**config.mk**
```make
export PLATFORM = sky130hd
export DESIGN_NAME = chg_rec_queue
export DESIGN_NICKNAME = d
export VERILOG_FILES = /design/src/rtl/chg_rec_queue.sv
export SDC_FILE = /design/constraint.sdc
export NUM_CORES = 1
export LEC_CHECK = 0
export CORE_ASPECT_RATIO = 0.9
export CORE_MARGIN = 2
export CORE_UTILIZATION = 35
export CTS_BUF_LIST = sky130_fd_sc_hd__clkbuf_16
export DETAILED_ROUTE_END_ITERATION = 8
export GPL_ROUTABILITY_DRIVEN = 0
export PLACE_DENSITY_LB_ADDON = 0.15
export REMOVE_ABC_BUFFERS = 1
export SETUP_SLACK_MARGIN = 0.02
export SYNTH_ARGS = -nofsm -noshare
export SYNTH_HDL_FRONTEND = slang
export SYNTH_SLANG_ARGS = --single-unit
```
**constraint.sdc**
```tcl
create_clock -name clock -period 9.6 [get_ports clock]
set_input_delay 1.92 -clock clock [delete_from_list [all_inputs] [get_ports clock]]
set_output_delay 1.92 -clock clock [all_outputs]
set_load 0.02 [all_outputs]
```
**src/rtl/chg_rec_queue.sv**
```systemverilog
// Change-record FIFO feeding myDesign's mydes_chgTxt_* inputs, with terminator detection.
// Optional build macro CHG_SKIP_ZERO_EN drops zero-valued (real==0, img==0) records on accept.
module chg_rec_queue #(
    parameter int unsigned DEPTH    = 8,
    parameter int unsigned PTR_W    = 3,
    parameter logic [15:0] TERM_ROW = 16'hFFFF,
    parameter logic [15:0] TERM_COL = 16'hFFFF
) (
    input  logic             clock,
    input  logic             reset,
    input  logic             in_valid,
    output logic             in_ready,
    input  logic [15:0]      in_row,
    input  logic [15:0]      in_col,
    input  logic [23:0]      in_real,
    input  logic [23:0]      in_img,
    output logic             out_valid,
    input  logic             out_pop,
    output logic [15:0]      out_row,
    output logic [15:0]      out_col,
    output logic [23:0]      out_real,
    output logic [23:0]      out_img,
    output logic [PTR_W:0]   count,
    output logic             listDone
);

    logic [79:0]      mem_q [DEPTH];
    logic [PTR_W-1:0] wptr_q, wptr_d;
    logic [PTR_W-1:0] rptr_q, rptr_d;
    logic [PTR_W:0]   count_q, count_d;
    logic             term_seen_q, term_seen_d;
    logic             list_done_q, list_done_d;
    logic [79:0]      last_q, last_d;

    logic        is_term, is_zero, push, store, pop;
    logic [79:0] head;

    assign is_term = (in_row == TERM_ROW) && (in_col == TERM_COL);
`ifdef CHG_SKIP_ZERO_EN
    assign is_zero = (in_real == 24'd0) && (in_img == 24'd0);
`else
    assign is_zero = 1'b0;
`endif

    assign in_ready  = (count_q != (PTR_W+1)'(DEPTH)) && !term_seen_q;
    assign out_valid = (count_q != '0);
    assign push      = in_valid && in_ready;
    // Terminator and (optionally) zero records complete the handshake but never occupy a slot.
    assign store     = push && !is_term && !is_zero;
    assign pop       = out_pop && out_valid;
    assign head      = mem_q[rptr_q];

    always_comb begin
        wptr_d      = wptr_q;
        rptr_d      = rptr_q;
        count_d     = count_q;
        term_seen_d = term_seen_q;
        last_d      = last_q;
        list_done_d = list_done_q | (term_seen_q && (count_q == '0));
        if (store) wptr_d = wptr_q + PTR_W'(1);
        if (pop)   rptr_d = rptr_q + PTR_W'(1);
        unique case ({store, pop})
            2'b10:   count_d = count_q + (PTR_W+1)'(1);
            2'b01:   count_d = count_q - (PTR_W+1)'(1);
            default: count_d = count_q;
        endcase
        if (push && is_term) term_seen_d = 1'b1;
        // Remember the presented head so outputs hold their last value once drained.
        if (out_valid) last_d = head;
    end

    always_ff @(posedge clock or negedge reset) begin
        if (!reset) begin
            wptr_q      <= '0;
            rptr_q      <= '0;
            count_q     <= '0;
            term_seen_q <= 1'b0;
            list_done_q <= 1'b0;
            last_q      <= '0;
        end else begin
            wptr_q      <= wptr_d;
            rptr_q      <= rptr_d;
            count_q     <= count_d;
            term_seen_q <= term_seen_d;
            list_done_q <= list_done_d;
            last_q      <= last_d;
        end
    end

    always_ff @(posedge clock) begin
        if (store) mem_q[wptr_q] <= {in_row, in_col, in_real, in_img};
    end

    assign {out_row, out_col, out_real, out_img} = out_valid ? head : last_q;
    assign count    = count_q;
    assign listDone = list_done_q;

endmodule

```
==> impl_metrics.py, run 1 <==
metrics = {
    "outcome": {
        "outcome": "finished, final reports clean",
    },
    "timing": {
        "tightestPinTransition_ps": 1100,
        "slew_violations": 0,
        "report.final.hold_viol_count": 0,
        "finalCritPeriodShare": 0.618,
        "finClkSkew_ps": 13.4,
        "fmax_mhz": 169,
        "finalSetupViolCount": 0,
        "slew_headroom": 0.266,
        "rsz0062_at_grt": "no",
        "fin_crit_ps": 5930,
        "layout_setup_ws_ps": 3670,
        "timing.setup.tns_ps": 0,
    },
    "synth": {
        "yosys.cell_types.count": 38,
        "netlist_area_um2": 27400,
        "syn_inst": 1254,
        "synth-seq-cells": 732,
        "synth_top_area_frac": 0.701,
        "synth_area_leader_cell": "edfxtp_1",
        "avgSynthCellArea_um2": 21.9,
        "yosys-top-cells-area": "edfxtp_1 (70%), mux4_2 (13%), dfrtp_1 (8.4%)",
        "seq_area_frac_synth": 0.785,
        "yosysWarningCount": 0,
    },
    "detailed_routing": {
        "routed-via-count": 12400,
        "final_antenna_net_count": 0,
        "route.detailed.drc": 0,
        "dr.pass1.iters": 4,
        "drt_iter0_drc": 890,
        "drt-total-wl_um": 58900,
        "wl_per_cell_um": 23.0,
        "viasPerCell": 4.84,
    },
    "cts": {
        "worstSkewPairLatency_ps": 620,
        "h-tree-depth": 3,
        "cts_buffers": 79,
        "cts_resized": 0,
        "clk_pin_slew_ps": 60,
        "cts_setup_buffers": 0,
        "clk_path_buf_depth": 3,
        "hold_buffers": 0,
        "ctsRootBufferMaster": "clkbuf_16",
        "cts.sinks": 732,
        "cts_tree": "done",
    },
    "job": {
        "max_cap_viol_count": 0,
    },
    "floorplanning": {
        "io_pins": 171,
        "die_y_um": 270,
        "dieArea_um2": 80600,
        "fp.dieW_um": 299,
        "coreArea_um2": 77700,
        "initial_core_util": 0.353,
        "num_rows": 97,
    },
    "placement": {
        "dpl-instance-area_um2": 30300,
        "place.port_buffers": 170,
        "post-place-ws_ps": 3610,
        "dp_hpwl_um": 32600,
    },
    "global_route": {
        "grt_pass1_vias": 13500,
        "grt_pass1_wl_um": 88700,
        "antenna_found_initial": 4,
        "grt_use_total": 0.148,
        "grt_max_degree": 140,
        "grt_overflow": 0,
    },
    "power_and_ir_drop": {
        "power_per_cell_area_nw_per_um2": 328,
        "p_total_mw": 10.7,
        "ir_drop_mv": 0.207,
        "p_leak_nw": 10.8,
    },
    "cells_and_area": {
        "seqCellArea_um2": 21500,
        "nNetsFinal": 1546,
        "area_delta_synth_final_pct": 19.5,
        "drive_above_1_share": 0.198,
        "fin_area_um2": 32700,
        "final_util": 0.422,
        "nFillCells": 6830,
        "multi_input_area_um2": 5600,
    },
    "worst_hold_path": {
        "hold_path_class": "reg -> reg",
        "min_path_cells": 1,
        "min-delay-start": "listDone",
    },
    "worst_setup_path": {
        "cp-startpoint": "rptr_q[2]",
        "ff2ff_path_depth": 5,
        "crit_fanout": 35,
        "cp_data_arrival_time_ps": 4010,
        "crit_path_start_kind": "register",
        "cp_data_required_time_ps": 7680,
        "end_kind": "primary output",
        "r2r-start": "count[1]",
        "crit_type": "reg -> out",
    },
}
placed cells by master, fill, tap and decap left out, drive strengths merged, types with 23 or more instances in the layout:
master and count:
clkbuf 80, clkdlybuf4s50 169, clkinv 42, dfrtp 92
edfxtp 640, inv 23, mux2i 80, mux4 160
nand2 81, o21ai 81
layout make-up:
type / instances / area share
clock buffers: 80 / 0.0611
clock inverters: 66 / 0.0131
repair buffers: 187 / 0.0570
well taps: 1039 / 0.0397
inverters: 4 / 0.000459
multi-input cells: 453 / 0.171
flip-flops and latches: 732 / 0.658
diodes: 1 / 0.0000764
per-layer routing:
metal	share of wire	vias to the layer above	track usage
li1	-	5580	-
met3	0.035	81	0.0278
met4	0.020	2	0.0408
met1	0.45	6518	0.203
met5	0.00020	-	0
met2	0.49	226	0.243
cells in the mapped netlist, drive strengths merged:
cell,n
a211o,1
a211oi,3
a21o,1
a21oi,3
a41o,1
and2,1
and3,1
and3b,1
and4,1
and4b,3
and4bb,1
buf,39
clkbuf,26
dfrtp,92
edfxtp,640
ha,5
inv,4
mux2,3
mux2i,80
mux4,160
nand2,81
nand4,8
nand4bb,1
nor2,2
nor3,1
nor4,3
nor4bb,2
o21ai,81
xnor2,2
xor2,7
kinds of logic (layout without fill, tap and decap cells):
group,after synthesis,after routing,share of synthesized area
buffers and inverters,69,337,0.0122
AOI/OAI and AO/OA,90,90,0.0171
adders and majority gates,5,5,0.00228
and+or+nand+nor,106,106,0.0184
other,0,1,0
muxes,243,243,0.162
xor gates and xnor gates,9,9,0.00288
DFF,732,732,0.785
registers in the layout, summed over array words and instances, names as in the netlist:
name,flops
rptr_q,3
term_seen_q,1
count,4
listDone,1
last_q,80
mem_q,640
wptr_q,3
worst max-delay path, stage by stage, from the launching register on:
cell	delay, ps
dfrtp_4	620
buf_4	700
buf_4	750
mux2i_1	560
o21ai_1	150
clkdlybuf4s50_1	570
path summary, 6_finish.rpt:
kind	end	slack [ps]
min in group asynchronous	last_q[44]	1220
worst max-delay path	out_row[2]	3670
max in group asynchronous	rptr_q[2]	7190
worst min register to register	listDone	470
worst max register to register	mem_q[5][17]	5730
worst min-delay path	listDone	470
power by group:
group,leakage [nW],internal [mW],total [mW],switching [mW]
combinational,2.61,1.62,3.55,1.93
clock,1.26,1.60,2.83,1.23
sequential,6.89,4.11,4.35,0.236
metrics by stage:
step | instances | hold WS, ps
floorplan | 1189 | 482
global placement | 2415 | 458
detailed placement | 2415 | 460
CTS | 2561 | 474
global route | 2562 | 482
finish | 2562 | 466
No activity file was read; power rests on OpenSTA's default activity.
==> inputs of run 2 (changes only) <==
==> constraint.sdc (replaced) <==
create_clock -name clock -period 5.87 [get_ports clock]
set_input_delay 1.174 -clock clock [delete_from_list [all_inputs] [get_ports clock]]
set_output_delay 1.174 -clock clock [all_outputs]
set_load 0.02 [all_outputs]
==> impl_metrics.py, run 2 (same netlist as run 1, synthesis figures left out) <==
metrics = {
    "outcome": {
        "outcome": "finished, final reports clean",
    },
    "worst_setup_path": {
        "crit_fanout": 28,
        "end_kind": "primary output",
        "cp_data_arrival_time_ps": 3530,
        "cp_data_required_time_ps": 4700,
        "crit_type": "reg -> out",
        "crit_path_start_kind": "register",
        "r2r_slack_ps": 2620,
    },
    "floorplanning": {
        "fp.dieW_um": 299,
        "die_y_um": 270,
        "dieArea_um2": 80600,
        "num_rows": 97,
        "io_pins": 171,
        "initial_core_util": 0.353,
        "coreArea_um2": 77700,
    },
    "cells_and_area": {
        "largest_register_ffs": 640,
        "layout_commonest_cell": "edfxtp_1",
        "area_delta_synth_final_pct": 20.3,
        "nFillCells": 6780,
        "num_antenna_cells": 0,
        "nNetsFinal": 1563,
        "top_register": "mem_q",
        "fin_area_um2": 33000,
        "final_cell_mix": "edfxtp_1 (640), clkdlybuf4s50_1 (169), mux4_2 (160)",
        "drive_above_1_share": 0.207,
    },
    "power_and_ir_drop": {
        "swShare": 0.314,
        "power_frac_seq": 0.407,
        "internal_power_mw": 12.1,
        "comb_power_share": 0.332,
        "p_sw_mw": 5.55,
        "power_per_cell_area_nw_per_um2": 536,
        "clockPowerShare": 0.261,
        "p_leak_nw": 10.9,
        "ir_drop_mv": 0.299,
    },
    "cts": {
        "cts.sinks": 732,
        "cts_buffers": 78,
        "hold_buffers": 0,
        "ctsRootBufferMaster": "clkbuf_16",
        "clk_pin_slew_ps": 60,
        "clk_path_buf_depth": 3,
        "cts_tree": "done",
        "h-tree-depth": 3,
        "cts_setup_buffers": 0,
        "cts_resized": 0,
        "worstSkewPairLatency_ps": 610,
    },
    "global_route": {
        "antenna_found_initial": 5,
        "grt_use_total": 0.150,
        "grt_max_degree": 72,
        "grt_pass1_vias": 13600,
        "grt_overflow": 0,
        "grt_pass1_wl_um": 89700,
    },
    "detailed_routing": {
        "wl_per_cell_um": 23.3,
        "route.detailed.drc": 0,
        "final_antenna_net_count": 0,
        "drt-total-wl_um": 59900,
        "drt_iter0_drc": 791,
        "routed-via-count": 12600,
        "viasPerCell": 4.88,
        "dr.pass1.iters": 4,
    },
    "timing": {
        "finalSetupViolCount": 0,
        "slew_headroom": 0.344,
        "tightestPinTransition_ps": 985,
        "fin_crit_ps": 4700,
        "timing.setup.tns_ps": 0,
        "report.final.hold_viol_count": 0,
        "finClkSkew_ps": 14.3,
        "rsz0062_at_grt": "no",
        "finalCritPeriodShare": 0.801,
        "fmax_mhz": 213,
        "slew_violations": 0,
        "holdWs_ps": 479,
    },
    "job": {
        "max_cap_viol_count": 0,
    },
    "placement": {
        "dp_hpwl_um": 34500,
        "dpl-instance-area_um2": 30600,
        "place.port_buffers": 170,
    },
    "worst_hold_path": {
        "hold_path_class": "reg -> reg",
    },
}
## run 2: cell count changes in the layout (fill, tap and decap cells not counted), sizes merged
cell	delta
diode	-1
clkinvlp	-1
bufinv	+1
buf	+18
clkinv	-5
## run 2: power groups by stage
stage | registers, mW | logic (mW) | clock network (mW)
final | 7.20 | 5.86 | 4.61
after global routing | 7.30 | 6.31 | 4.97
after CTS | 7.22 | 6.06 | 4.76
after detailed placement | 7.33 | 6.04 | 0
after global placement | 7.29 | 6.02 | 0
after floorplan | 7.57 | 3.71 | 0
## run 2: per-layer routing
metal	vias up	part of all wire	GRT usage
met2	187	0.49	0.250
met5	-	0.0012	0
met4	10	0.019	0.0362
met3	101	0.038	0.0338
met1	6673	0.45	0.201
li1	5599	-	-
## run 2: critical path: stages (launching register included)
cell and delay, ps:
dfrtp_4 850, buf_4 510, mux4_2 560, mux2i_1 260, o21ai_1 140, clkdlybuf4s50_1 560
## run 2: cell type report
cell class	instances	area [um^2]	area share
timing repair buffer	205	2140	0.0649
sequential	732	21500	0.653
inverter	4	15.0	0.000455
multi-input combinational	453	5600	0.170
clock inverter	61	390	0.0118
clock buffer	80	2000	0.0607
tap	1039	1300	0.0394
## run 2: path summary, 6_finish.rpt
kind,cells past startpoint,to,start
max,5,out_real[10],rptr_q[0]
min,1,listDone,listDone
max reg2reg,5,mem_q[1][3],count[0]
min reg2reg,1,listDone,listDone
max in group asynchronous,2,rptr_q[0],reset
min in group asynchronous,1,last_q[59],reset
## run 2: metrics by stage
stage	util	cells	power [mW]	setup WS (ps)
final	0.425	2574	17.7	1170
after global routing	0.425	2574	18.6	902
after CTS	0.425	2574	18.0	987
after detailed placement	0.394	2433	13.4	1260
after global placement	0.394	2433	13.3	1270
after floorplan	-	1189	11.3	-4410
==> inputs of run 3 (changes only) <==
==> constraint.sdc (replaced) <==
create_clock -name clock -period 4.9 [get_ports clock]
set_input_delay 0.98 -clock clock [delete_from_list [all_inputs] [get_ports clock]]
set_output_delay 0.98 -clock clock [all_outputs]
set_load 0.02 [all_outputs]
==> impl_metrics.py, run 3 (same netlist as run 1, synthesis figures left out) <==
metrics = {
    "global_route": {
        "grt_pass1_wl_um": 90400,
        "grt_pass1_vias": 13700,
        "grt_overflow": 0,
        "grt_max_degree": 92,
        "antenna_found_initial": 7,
        "grt_use_total": 0.151,
    },
    "worst_setup_path": {
        "crit_fanout": 54,
        "path_cells": "buf_4 > mux4_2 > mux2i_1 > o21ai_1 > clkdlybuf4s50_1",
        "cp_num_buf_inv": 2,
        "crit_path_start_kind": "register",
        "cp_data_required_time_ps": 3920,
        "cp_slowest_cell": "dfrtp_4",
        "cp_data_arrival_time_ps": 3430,
        "path_delay_family": "flip-flops",
        "crit_type": "reg -> out",
        "max_stage_delay_ps": 1070,
        "end_kind": "primary output",
    },
    "timing": {
        "finalCritPeriodShare": 0.901,
        "timing.setup.tns_ps": 0,
        "report.final.hold_viol_count": 0,
        "finClkSkew_ps": 22.4,
        "tightestPinTransition_ps": 958,
        "rsz0062_at_grt": "no",
        "slew_violations": 0,
        "slew_headroom": 0.361,
        "finalSetupViolCount": 0,
        "fin_crit_ps": 4410,
        "fmax_mhz": 227,
    },
    "cts": {
        "clk_pin_slew_ps": 60,
        "clk_path_buf_depth": 3,
        "cts_buffers": 79,
        "ctsRootBufferMaster": "clkbuf_16",
        "h-tree-depth": 3,
        "cts_resized": 0,
        "cts_setup_buffers": 0,
        "hold_buffers": 0,
        "cts_tree": "done",
        "cts.sinks": 732,
        "worstSkewPairLatency_ps": 620,
    },
    "outcome": {
        "outcome": "finished, final reports clean",
    },
    "cells_and_area": {
        "fin_area_um2": 33000,
        "area_delta_synth_final_pct": 20.5,
        "layout_commonest_cell": "edfxtp_1",
        "nFillCells": 6817,
        "drive_above_1_share": 0.209,
        "largest_register_ffs": 640,
        "nNetsFinal": 1566,
        "final_cell_mix": "edfxtp_1 (640), clkdlybuf4s50_1 (169), mux4_2 (160)",
        "final_util": 0.425,
        "top_register": "mem_q",
    },
    "job": {
        "max_cap_viol_count": 0,
    },
    "power_and_ir_drop": {
        "ir_drop_mv": 0.375,
        "p_leak_nw": 10.9,
        "p_total_mw": 21.2,
        "power_per_cell_area_nw_per_um2": 643,
    },
    "detailed_routing": {
        "dr.pass1.iters": 4,
        "drt_iter0_drc": 930,
        "final_antenna_net_count": 0,
        "routed-via-count": 12600,
        "wl_per_cell_um": 23.2,
        "route.detailed.drc": 0,
        "drt-total-wl_um": 59900,
        "viasPerCell": 4.87,
    },
    "floorplanning": {
        "fp.dieW_um": 299,
        "io_pins": 171,
        "dieArea_um2": 80600,
        "die_y_um": 270,
        "num_rows": 97,
        "initial_core_util": 0.353,
        "coreArea_um2": 77700,
    },
    "placement": {
        "dp_hpwl_um": 33200,
        "dpl-instance-area_um2": 30600,
        "place.port_buffers": 170,
    },
    "worst_hold_path": {
        "hold_path_class": "in -> async",
    },
}
==> run 3: final timing paths <==
path / endpoint / slack, ps / cells after the start / startpoint
min in group clock: last_q[64] / 490 / 2 / last_q[64]
max reg2reg: mem_q[5][73] / 1580 / 5 / count[1]
min: last_q[6] / 260 / 1 / reset
max: out_img[7] / 490 / 5 / rptr_q[1]
min reg2reg: last_q[64] / 490 / 2 / last_q[64]
max in group asynchronous: rptr_q[1] / 3630 / 2 / reset
==> run 3: area by class of cell <==
class / count / area (um^2) / share of cell area
clock inverters: 61 / 388 / 0.0117
flip-flops and latches: 732 / 21500 / 0.652
well taps: 1039 / 1300 / 0.0394
multi-input cells: 453 / 5600 / 0.169
diodes: 1 / 2.50 / 0.0000758
repair buffers: 207 / 2140 / 0.0649
clock buffers: 82 / 2050 / 0.0621
inverters: 4 / 15.0 / 0.000455
==> run 3: through the flow <==
| step | cells | hold slack [ps] | setup slack, ps |
|---|---|---|---|
| 6_report | 2579 | 260 | 487 |
| 3_5_place_dp | 2435 | 480 | 254 |
| 4_1_cts | 2578 | 232 | 379 |
| 3_3_place_gp | 2435 | 474 | 352 |
| 5_1_grt | 2578 | 239 | 322 |
| 2_1_floorplan | 1189 | 482 | -5180 |
==> run 3: routing by layer <==
metal	GRT usage	routed length, um	share of wire	vias up
met1	0.208	26800	0.45	6603
met3	0.0362	2780	0.046	103
met5	0	86	0.0014	-
met2	0.244	29000	0.48	231
met4	0.0391	1210	0.020	14
li1	-	-	-	5600
==> run 3: report_power, final <==
group / leakage (nW) / switching [mW] / internal (mW)
Clock: 1.28 / 2.37 / 3.23
Sequential: 6.89 / 0.549 / 8.05
Combinational: 2.75 / 3.74 / 3.30
Total: 10.9 / 6.66 / 14.6
